==> src/rtl/id_stage_p_if.sv <==
// IF/ID/EX handshake, forwarding and register-file write bundle for id_stage_p.
// master drives the stage inputs; slave is the decode stage itself.
interface id_stage_p_if #(
    parameter int XLEN = 32,
    parameter int RAW  = 5
);
    logic            in_valid;
    logic            in_ready;
    logic [XLEN-1:0] npc_i;
    logic [31:0]     ir_i;
    logic [1:0]      imm_sel;
    logic            uses_rt;
    logic            flush;
    logic            ex_wr;
    logic            ex_load;
    logic [RAW-1:0]  ex_addr;
    logic [XLEN-1:0] ex_val;
    logic            mem_wr;
    logic [RAW-1:0]  mem_addr;
    logic [XLEN-1:0] mem_val;
    logic            wb_wr;
    logic [RAW-1:0]  wb_addr;
    logic [XLEN-1:0] wb_val;
    logic            out_valid;
    logic            out_ready;
    logic [XLEN-1:0] npc_o;
    logic [XLEN-1:0] a_o;
    logic [XLEN-1:0] b_o;
    logic [XLEN-1:0] imm_o;
    logic [31:0]     ir_o;
    logic [31:0]     stall_cnt;

    modport master (
        output in_valid, npc_i, ir_i, imm_sel, uses_rt, flush,
               ex_wr, ex_load, ex_addr, ex_val,
               mem_wr, mem_addr, mem_val,
               wb_wr, wb_addr, wb_val, out_ready,
        input  in_ready, out_valid, npc_o, a_o, b_o, imm_o, ir_o, stall_cnt
    );

    modport slave (
        input  in_valid, npc_i, ir_i, imm_sel, uses_rt, flush,
               ex_wr, ex_load, ex_addr, ex_val,
               mem_wr, mem_addr, mem_val,
               wb_wr, wb_addr, wb_val, out_ready,
        output in_ready, out_valid, npc_o, a_o, b_o, imm_o, ir_o, stall_cnt
    );
endinterface

==> src/rtl/id_stage_p.sv <==
// Decode stage: register file read with EX/MEM/WB forwarding, immediate extension, load-use stall.
// Latency 1 cycle; ID/EX register holds under out_ready=0, one bubble per load-use hazard.
module id_stage_p #(
    parameter int XLEN = 32,
    parameter int RAW  = 5
) (
    input  logic        clk,
    input  logic        rst,
    id_stage_p_if.slave bus
);
    logic [XLEN-1:0] r_rf [2**RAW];
    logic            r_out_valid;
    logic [XLEN-1:0] r_npc;
    logic [XLEN-1:0] r_a;
    logic [XLEN-1:0] r_b;
    logic [XLEN-1:0] r_imm;
    logic [31:0]     r_ir;
    logic [31:0]     r_stall_cnt;

    logic [RAW-1:0]  w_src [2];
    logic [XLEN-1:0] w_opnd [2];
    logic [15:0]     w_imm16;
    logic [XLEN-1:0] w_sext;
    logic [XLEN-1:0] w_imm;
    logic            w_hazard;
    logic            w_advance;
    logic            w_load;

    // Field extraction: truncates to RAW bits when narrower, zero-extends when wider.
    assign w_src[0] = RAW'({{RAW{1'b0}}, bus.ir_i[25:21]});
    assign w_src[1] = RAW'({{RAW{1'b0}}, bus.ir_i[20:16]});

    // A load still in EX has no result yet, so it is never an EX forward source.
    always_comb begin
        for (int k = 0; k < 2; k++) begin
            w_opnd[k] = r_rf[w_src[k]];
            if (w_src[k] == '0)
                w_opnd[k] = '0;
            else if (bus.ex_wr && !bus.ex_load && bus.ex_addr == w_src[k])
                w_opnd[k] = bus.ex_val;
            else if (bus.mem_wr && bus.mem_addr == w_src[k])
                w_opnd[k] = bus.mem_val;
            else if (bus.wb_wr && bus.wb_addr == w_src[k])
                w_opnd[k] = bus.wb_val;
        end
    end

    assign w_imm16 = bus.ir_i[15:0];
    assign w_sext  = {{(XLEN-16){w_imm16[15]}}, w_imm16};

    always_comb begin
        w_imm = '0;
        case (bus.imm_sel)
            2'd0:    w_imm = XLEN'(w_imm16);
            2'd1:    w_imm = w_sext;
            2'd2:    w_imm = XLEN'({w_imm16, 16'h0000});
            default: w_imm = w_sext << 2;
        endcase
    end

    assign w_hazard = bus.in_valid && bus.ex_wr && bus.ex_load && (bus.ex_addr != '0) &&
                      ((bus.ex_addr == w_src[0]) || (bus.uses_rt && bus.ex_addr == w_src[1]));
    assign w_advance = !r_out_valid || bus.out_ready;
    assign w_load    = bus.in_valid && !w_hazard;

    assign bus.in_ready = bus.flush || (!w_hazard && w_advance);

    always_ff @(posedge clk) begin
        if (rst) begin
            for (int i = 0; i < 2**RAW; i++)
                r_rf[i] <= '0;
            r_out_valid <= 1'b0;
            r_npc       <= '0;
            r_a         <= '0;
            r_b         <= '0;
            r_imm       <= '0;
            r_ir        <= '0;
            r_stall_cnt <= '0;
        end else begin
            if (bus.wb_wr && bus.wb_addr != '0)
                r_rf[bus.wb_addr] <= bus.wb_val;

            if (bus.flush) begin
                r_out_valid <= 1'b0;
            end else if (w_advance) begin
                r_out_valid <= w_load;
                if (w_load) begin
                    r_npc <= bus.npc_i;
                    r_a   <= w_opnd[0];
                    r_b   <= w_opnd[1];
                    r_imm <= w_imm;
                    r_ir  <= bus.ir_i;
                end
            end

            if (w_hazard && !bus.flush)
                r_stall_cnt <= r_stall_cnt + 32'd1;
        end
    end

    assign bus.out_valid = r_out_valid;
    assign bus.npc_o     = r_npc;
    assign bus.a_o       = r_a;
    assign bus.b_o       = r_b;
    assign bus.imm_o     = r_imm;
    assign bus.ir_o      = r_ir;
    assign bus.stall_cnt = r_stall_cnt;
endmodule

==> src/flat_wrapper.sv <==
// flat-port wrapper written by rule: the top's interface ports become plain ports
module id_stage_p_flat 
#(
    parameter int XLEN = 32,
    parameter int RAW  = 5
)
  (clk, rst, bus_in_valid, bus_npc_i, bus_ir_i, bus_imm_sel, bus_uses_rt, bus_flush, bus_ex_wr, bus_ex_load, bus_ex_addr, bus_ex_val, bus_mem_wr, bus_mem_addr, bus_mem_val, bus_wb_wr, bus_wb_addr, bus_wb_val, bus_out_ready, bus_in_ready, bus_out_valid, bus_npc_o, bus_a_o, bus_b_o, bus_imm_o, bus_ir_o, bus_stall_cnt);
  id_stage_p_if #(.XLEN(XLEN), .RAW(RAW)) bus_i ();
  input  logic clk;
  input  logic rst;
  input wire logic [$bits(bus_i.in_valid)-1:0] bus_in_valid;
  input wire logic [$bits(bus_i.npc_i)-1:0] bus_npc_i;
  input wire logic [$bits(bus_i.ir_i)-1:0] bus_ir_i;
  input wire logic [$bits(bus_i.imm_sel)-1:0] bus_imm_sel;
  input wire logic [$bits(bus_i.uses_rt)-1:0] bus_uses_rt;
  input wire logic [$bits(bus_i.flush)-1:0] bus_flush;
  input wire logic [$bits(bus_i.ex_wr)-1:0] bus_ex_wr;
  input wire logic [$bits(bus_i.ex_load)-1:0] bus_ex_load;
  input wire logic [$bits(bus_i.ex_addr)-1:0] bus_ex_addr;
  input wire logic [$bits(bus_i.ex_val)-1:0] bus_ex_val;
  input wire logic [$bits(bus_i.mem_wr)-1:0] bus_mem_wr;
  input wire logic [$bits(bus_i.mem_addr)-1:0] bus_mem_addr;
  input wire logic [$bits(bus_i.mem_val)-1:0] bus_mem_val;
  input wire logic [$bits(bus_i.wb_wr)-1:0] bus_wb_wr;
  input wire logic [$bits(bus_i.wb_addr)-1:0] bus_wb_addr;
  input wire logic [$bits(bus_i.wb_val)-1:0] bus_wb_val;
  input wire logic [$bits(bus_i.out_ready)-1:0] bus_out_ready;
  output wire logic [$bits(bus_i.in_ready)-1:0] bus_in_ready;
  output wire logic [$bits(bus_i.out_valid)-1:0] bus_out_valid;
  output wire logic [$bits(bus_i.npc_o)-1:0] bus_npc_o;
  output wire logic [$bits(bus_i.a_o)-1:0] bus_a_o;
  output wire logic [$bits(bus_i.b_o)-1:0] bus_b_o;
  output wire logic [$bits(bus_i.imm_o)-1:0] bus_imm_o;
  output wire logic [$bits(bus_i.ir_o)-1:0] bus_ir_o;
  output wire logic [$bits(bus_i.stall_cnt)-1:0] bus_stall_cnt;
  assign bus_i.in_valid = bus_in_valid;
  assign bus_i.npc_i = bus_npc_i;
  assign bus_i.ir_i = bus_ir_i;
  assign bus_i.imm_sel = bus_imm_sel;
  assign bus_i.uses_rt = bus_uses_rt;
  assign bus_i.flush = bus_flush;
  assign bus_i.ex_wr = bus_ex_wr;
  assign bus_i.ex_load = bus_ex_load;
  assign bus_i.ex_addr = bus_ex_addr;
  assign bus_i.ex_val = bus_ex_val;
  assign bus_i.mem_wr = bus_mem_wr;
  assign bus_i.mem_addr = bus_mem_addr;
  assign bus_i.mem_val = bus_mem_val;
  assign bus_i.wb_wr = bus_wb_wr;
  assign bus_i.wb_addr = bus_wb_addr;
  assign bus_i.wb_val = bus_wb_val;
  assign bus_i.out_ready = bus_out_ready;
  assign bus_in_ready = bus_i.in_ready;
  assign bus_out_valid = bus_i.out_valid;
  assign bus_npc_o = bus_i.npc_o;
  assign bus_a_o = bus_i.a_o;
  assign bus_b_o = bus_i.b_o;
  assign bus_imm_o = bus_i.imm_o;
  assign bus_ir_o = bus_i.ir_o;
  assign bus_stall_cnt = bus_i.stall_cnt;
  id_stage_p #(.XLEN(XLEN), .RAW(RAW)) u_core (.clk(clk), .rst(rst), .bus(bus_i));
endmodule
==> config.mk <==
export PLATFORM = sky130hd
export DESIGN_NAME = id_stage_p_flat
export DESIGN_NICKNAME = d
export VERILOG_FILES = /design/src/rtl/id_stage_p_if.sv /design/src/rtl/id_stage_p.sv /design/src/flat_wrapper.sv
export SDC_FILE = /design/constraint.sdc
export NUM_CORES = 2
export LEC_CHECK = 0
export BUFFER_PORTS_ARGS = -buffer_cell sky130_fd_sc_hd__buf_2
export CAP_MARGIN = 20
export CORE_AREA = 2 2 343 345
export DETAILED_ROUTE_END_ITERATION = 10
export DIE_AREA = 0 0 345 347
export GPL_ROUTABILITY_DRIVEN = 0
export PLACE_DENSITY = 0.72
export SYNTH_ARGS = -nofsm -noshare
export SYNTH_HDL_FRONTEND = slang
export SYNTH_SLANG_ARGS = --single-unit
==> constraint.sdc <==
create_clock -name clk -period 3.95 [get_ports clk]
set_clock_uncertainty 0.05 [all_clocks]
set_input_delay 0.395 -clock clk [delete_from_list [all_inputs] [get_ports clk]]
set_output_delay 0.395 -clock clk [all_outputs]
set_load 0.02 [all_outputs]
==> summary.md <==
| Metric | Value |
|---|---|
| Mapped Avg Cell Area | 13.0 µm² |
| CP startpoint kind | flip-flop |
| Period utilization | 0.859 |
| Max cap viols | 0 |
| Post-synth EDFFs | 1024 |
| Post-DP HPWL | 144000 µm |
| Sequential-to-total area share from yosys stat | 0.547 |
| Critical-path top delay cell | or4_1 |
| DRT antenna net count | 0 |
| TritonCTS clock tree | done |
| Critical path's largest stage delay | 0.62 ns |
| Total Power | 31.7 mW |
| Comb pwr share | 0.122 |
| Hold_buf cts | 108 |
| CTS Sinks | 1217 |
| Post-Syn Instances | 4864 |
| Drt pass-1 iters | 9 |
| # rows | 125 |
| DR vias | 47600 |
| Number of port buffers | 380 |
| Leak Pwr | 26.7 nW |
| Ys async rst share | 0 |
| Synth unique cells | 65 |
| Clock slew at reported path FFs | 0.06 ns |
| Cells taking the most area after synthesis | edfxtp_1 49%, mux4_2 13%, and2_1 9.8% |
| Fin area | 73400 µm² |
| CTS buffer count | 136 |
| Hold Fails Final Rpt | 0 |
| Worst-path cell chain | nand2b_1, nand2_1, nor3_1, o221ai_4, buf_12, or4_1, nand4_1, dlygate4sd3_1 |
| VDD IR-drop max | 402 µV |
| Final net count | 5440 |
| Max-slew headroom | 0.313 |
| Grt ovf | 0 |
| Post-CTS Setup Inserts | 0 |
| Final Slew Violations | 0 |
| # H-tree levels | 4 |
| Post-CTS resize count | 0 |
| Crit path time final | 3.39 ns |
| Hold_ws | 0.00873 ns |
| Pint | 23.6 mW |
| WS Path Type | flip-flop to flip-flop |
| Worst Path Max Fanout | 33 |
| Filler instances | 8500 |
| Die Area | 120000 µm² |
| Worst EP arrival | 4.04 ns |
| Final Non-Filler Cells | 6897 |
| Post-synth top area share | 0.486 |
| HP Class | input port to flip-flop |
| Initial Util | 0.547 |
| Largest area contributor in the netlist | edfxtp_1 |
| Net Sw Power | 8.07 mW |
| Hold Path Cell Cnt | 4 |
| Sequential power share | 0.474 |
| I/O Pins | 381 |
| Placed cell area | 67900 µm² |
| Max Fclk | 295 MHz |
| TNS Setup | 0 ns |
| GRT Total Usage | 0.377 |
| Setup violators final | 0 |
| Via density | 6.90 |
| Placed cells | 6529 |
| Core Area | 116000 µm² |
| Initial antenna violation count | 15 |
| DR WL/cell | 33.1 µm |
| Largest net degree at the start of global routing | 76 |
| Clk_lat worst skew | 0.77 ns |
| Synth warn | 0 |
| Pwr/cell area | 432 nW/µm² |
| Share of cells above drive strength 1 | 0.245 |
| Syn Std Cell Area | 63300 µm² |
| Global-route wire length before repair | 326000 µm |
| Outcome | finished clean |
| WP data required | 4.60 ns |
| Layout area overhead | 16.0% |
| RSZ-0062 raised after global routing | false |
| Die Ht | 347 µm |
| Vias in the first global route | 46200 |
| Root buffer cell | clkbuf_16 |
| DR DRC count | 0 |
| FF-to-FF path depth | 8 |
| Clock tree buffer depth | 3 |
| Synth Flop Type | edfxtp_1 |
| Die Width | 345 µm |
| Clock group share of total power | 0.404 |
| CP endpoint kind | flip-flop |
| Final wirelength | 228000 µm |
| FF+latch count, synth | 1217 |
| DRC violation total after the first TritonRoute iteration | 7559 |
| Worst-margin pin slew | 1.03 ns |
| Sw frac | 0.255 |
==> power groups by stage <==
stage / logic (mW) / clock network, mW / registers [mW]
after global routing: 3.97 / 13.3 / 15.1
final: 3.88 / 12.8 / 15.0
after floorplan: 2.07 / 0 / 15.2
after CTS: 3.76 / 12.8 / 15.0
after global placement: 3.62 / 0 / 15.2
after detailed placement: 3.66 / 0 / 15.3
==> flip-flops by register name (all words and copies together) (netlist names) <==
signal,flops
u_core.bus.a_o,32
u_core.bus.b_o,32
u_core.bus.imm_o,32
u_core.bus.ir_o,32
u_core.bus.npc_o,32
u_core.bus.out_valid,1
u_core.bus.stall_cnt,32
u_core.r_rf,1024
==> area by class of cell <==
type                    instances  area [µm²]  area share
diodes                          9        22.5    0.000307
clock buffers                 207        4000      0.0545
clock inverters                43         445     0.00607
inverters                      37         139     0.00189
multi-input cells            3130       27000       0.368
flip-flops and latches       1217       34600       0.471
well taps                    1524        1910      0.0260
repair buffers                730        5280      0.0719
==> critical path, delay by kind of cell (launching register included) <==
| kind | cells | cell delay, ns |
|---|---|---|
| compound gates | 1 | 0.48 |
| buf+inv | 2 | 0.90 |
| flops | 1 | 0.31 |
| simple gates | 5 | 1.57 |
==> kinds of logic (layout without fill, tap and decap cells) <==
kind of cell / count (synthesis) / count (layout) / synth area share
simple gates: 1668 / 1668 / 0.149
flops: 1217 / 1217 / 0.547
compound gates: 705 / 705 / 0.0801
mux: 669 / 669 / 0.179
buf+inv: 548 / 1017 / 0.0368
xor+xnor: 55 / 55 / 0.00761
fa+ha+maj: 1 / 1 / 0.000198
other cells: 1 / 41 / 0.0000592
==> path summary, 6_finish.rpt <==
path | from | to | slack (ns)
worst max-delay path | u_core.bus.out_valid | u_core.bus.a_o[26] | 0.56
worst min-delay path | bus_mem_val[7] | u_core.bus.a_o[7] | 0.009
worst max register to register | u_core.bus.out_valid | u_core.bus.a_o[26] | 0.56
worst min register to register | u_core.bus.ir_o[2] | u_core.bus.ir_o[2] | 0.40
==> routing by layer <==
metal,global-route usage,routed length (µm),vias to the layer above
met2,0.569,101000,4120
met3,0.111,32300,891
met5,0,54,-
li1,-,-,19100
met4,0.236,16700,8
met1,0.481,78500,23400
==> synthesized netlist by cell type, types with 12 or more instances <==
cell	instances
and2_1	996
a211oi_1	59
buf_1	19
o21ai_0	61
inv_1	37
nand4_1	18
mux4_2	367
mux2_2	43
nand2_1	266
dfxtp_1	193
nor4b_1	15
edfxtp_1	1024
a31oi_1	32
a22oi_1	41
nand3_1	46
xor2_1	12
nand2b_1	12
nor2b_1	42
o22ai_1	74
nor3_1	52
a2111oi_0	40
a311oi_1	14
a211o_1	33
o2111ai_1	34
a21o_1	13
buf_2	78
mux2i_1	259
a22o_1	74
o221ai_1	56
a221oi_1	16
buf_4	23
clkbuf_1	379
nor2_1	126
a21oi_1	138
nor4_1	21
or3_1	28
xnor2_1	43
buf_6	12
==> placed cells by master (no fill, tap or decap), types with 18 or more instances in the layout <==
| cell | count |
|---|---|
| o21ai_0 | 30 |
| o221ai_1 | 56 |
| a22o_1 | 73 |
| nand3_1 | 45 |
| nand2_1 | 265 |
| mux2_2 | 43 |
| o2111ai_1 | 33 |
| nor2b_1 | 37 |
| buf_4 | 209 |
| conb_1 | 32 |
| or3_1 | 26 |
| nor2_1 | 93 |
| clkbuf_16 | 145 |
| and2_1 | 994 |
| a211o_1 | 33 |
| inv_1 | 36 |
| nor2_2 | 32 |
| clkbuf_1 | 46 |
| a22oi_1 | 41 |
| nor3_1 | 52 |
| dlygate4sd3_1 | 108 |
| o21ai_4 | 31 |
| edfxtp_1 | 1024 |
| a2111oi_0 | 39 |
| a21oi_1 | 138 |
| dfxtp_1 | 193 |
| buf_2 | 371 |
| buf_12 | 33 |
| a31oi_1 | 32 |
| nor4_1 | 21 |
| mux2i_1 | 259 |
| nand4_1 | 18 |
| mux4_2 | 367 |
| a211oi_1 | 59 |
| o22ai_1 | 74 |
| xnor2_1 | 43 |
==> per-stage QoR <==
| step | utilization | setup slack [ns] |
|---|---|---|
| after floorplan | - | -0.157 |
| after global placement | 0.586 | 0.434 |
| after detailed placement | 0.586 | 0.591 |
| after CTS | 0.634 | 0.688 |
| after global routing | 0.634 | 0.523 |
| final | 0.634 | 0.557 |
(Power assumes the default switching activity.)
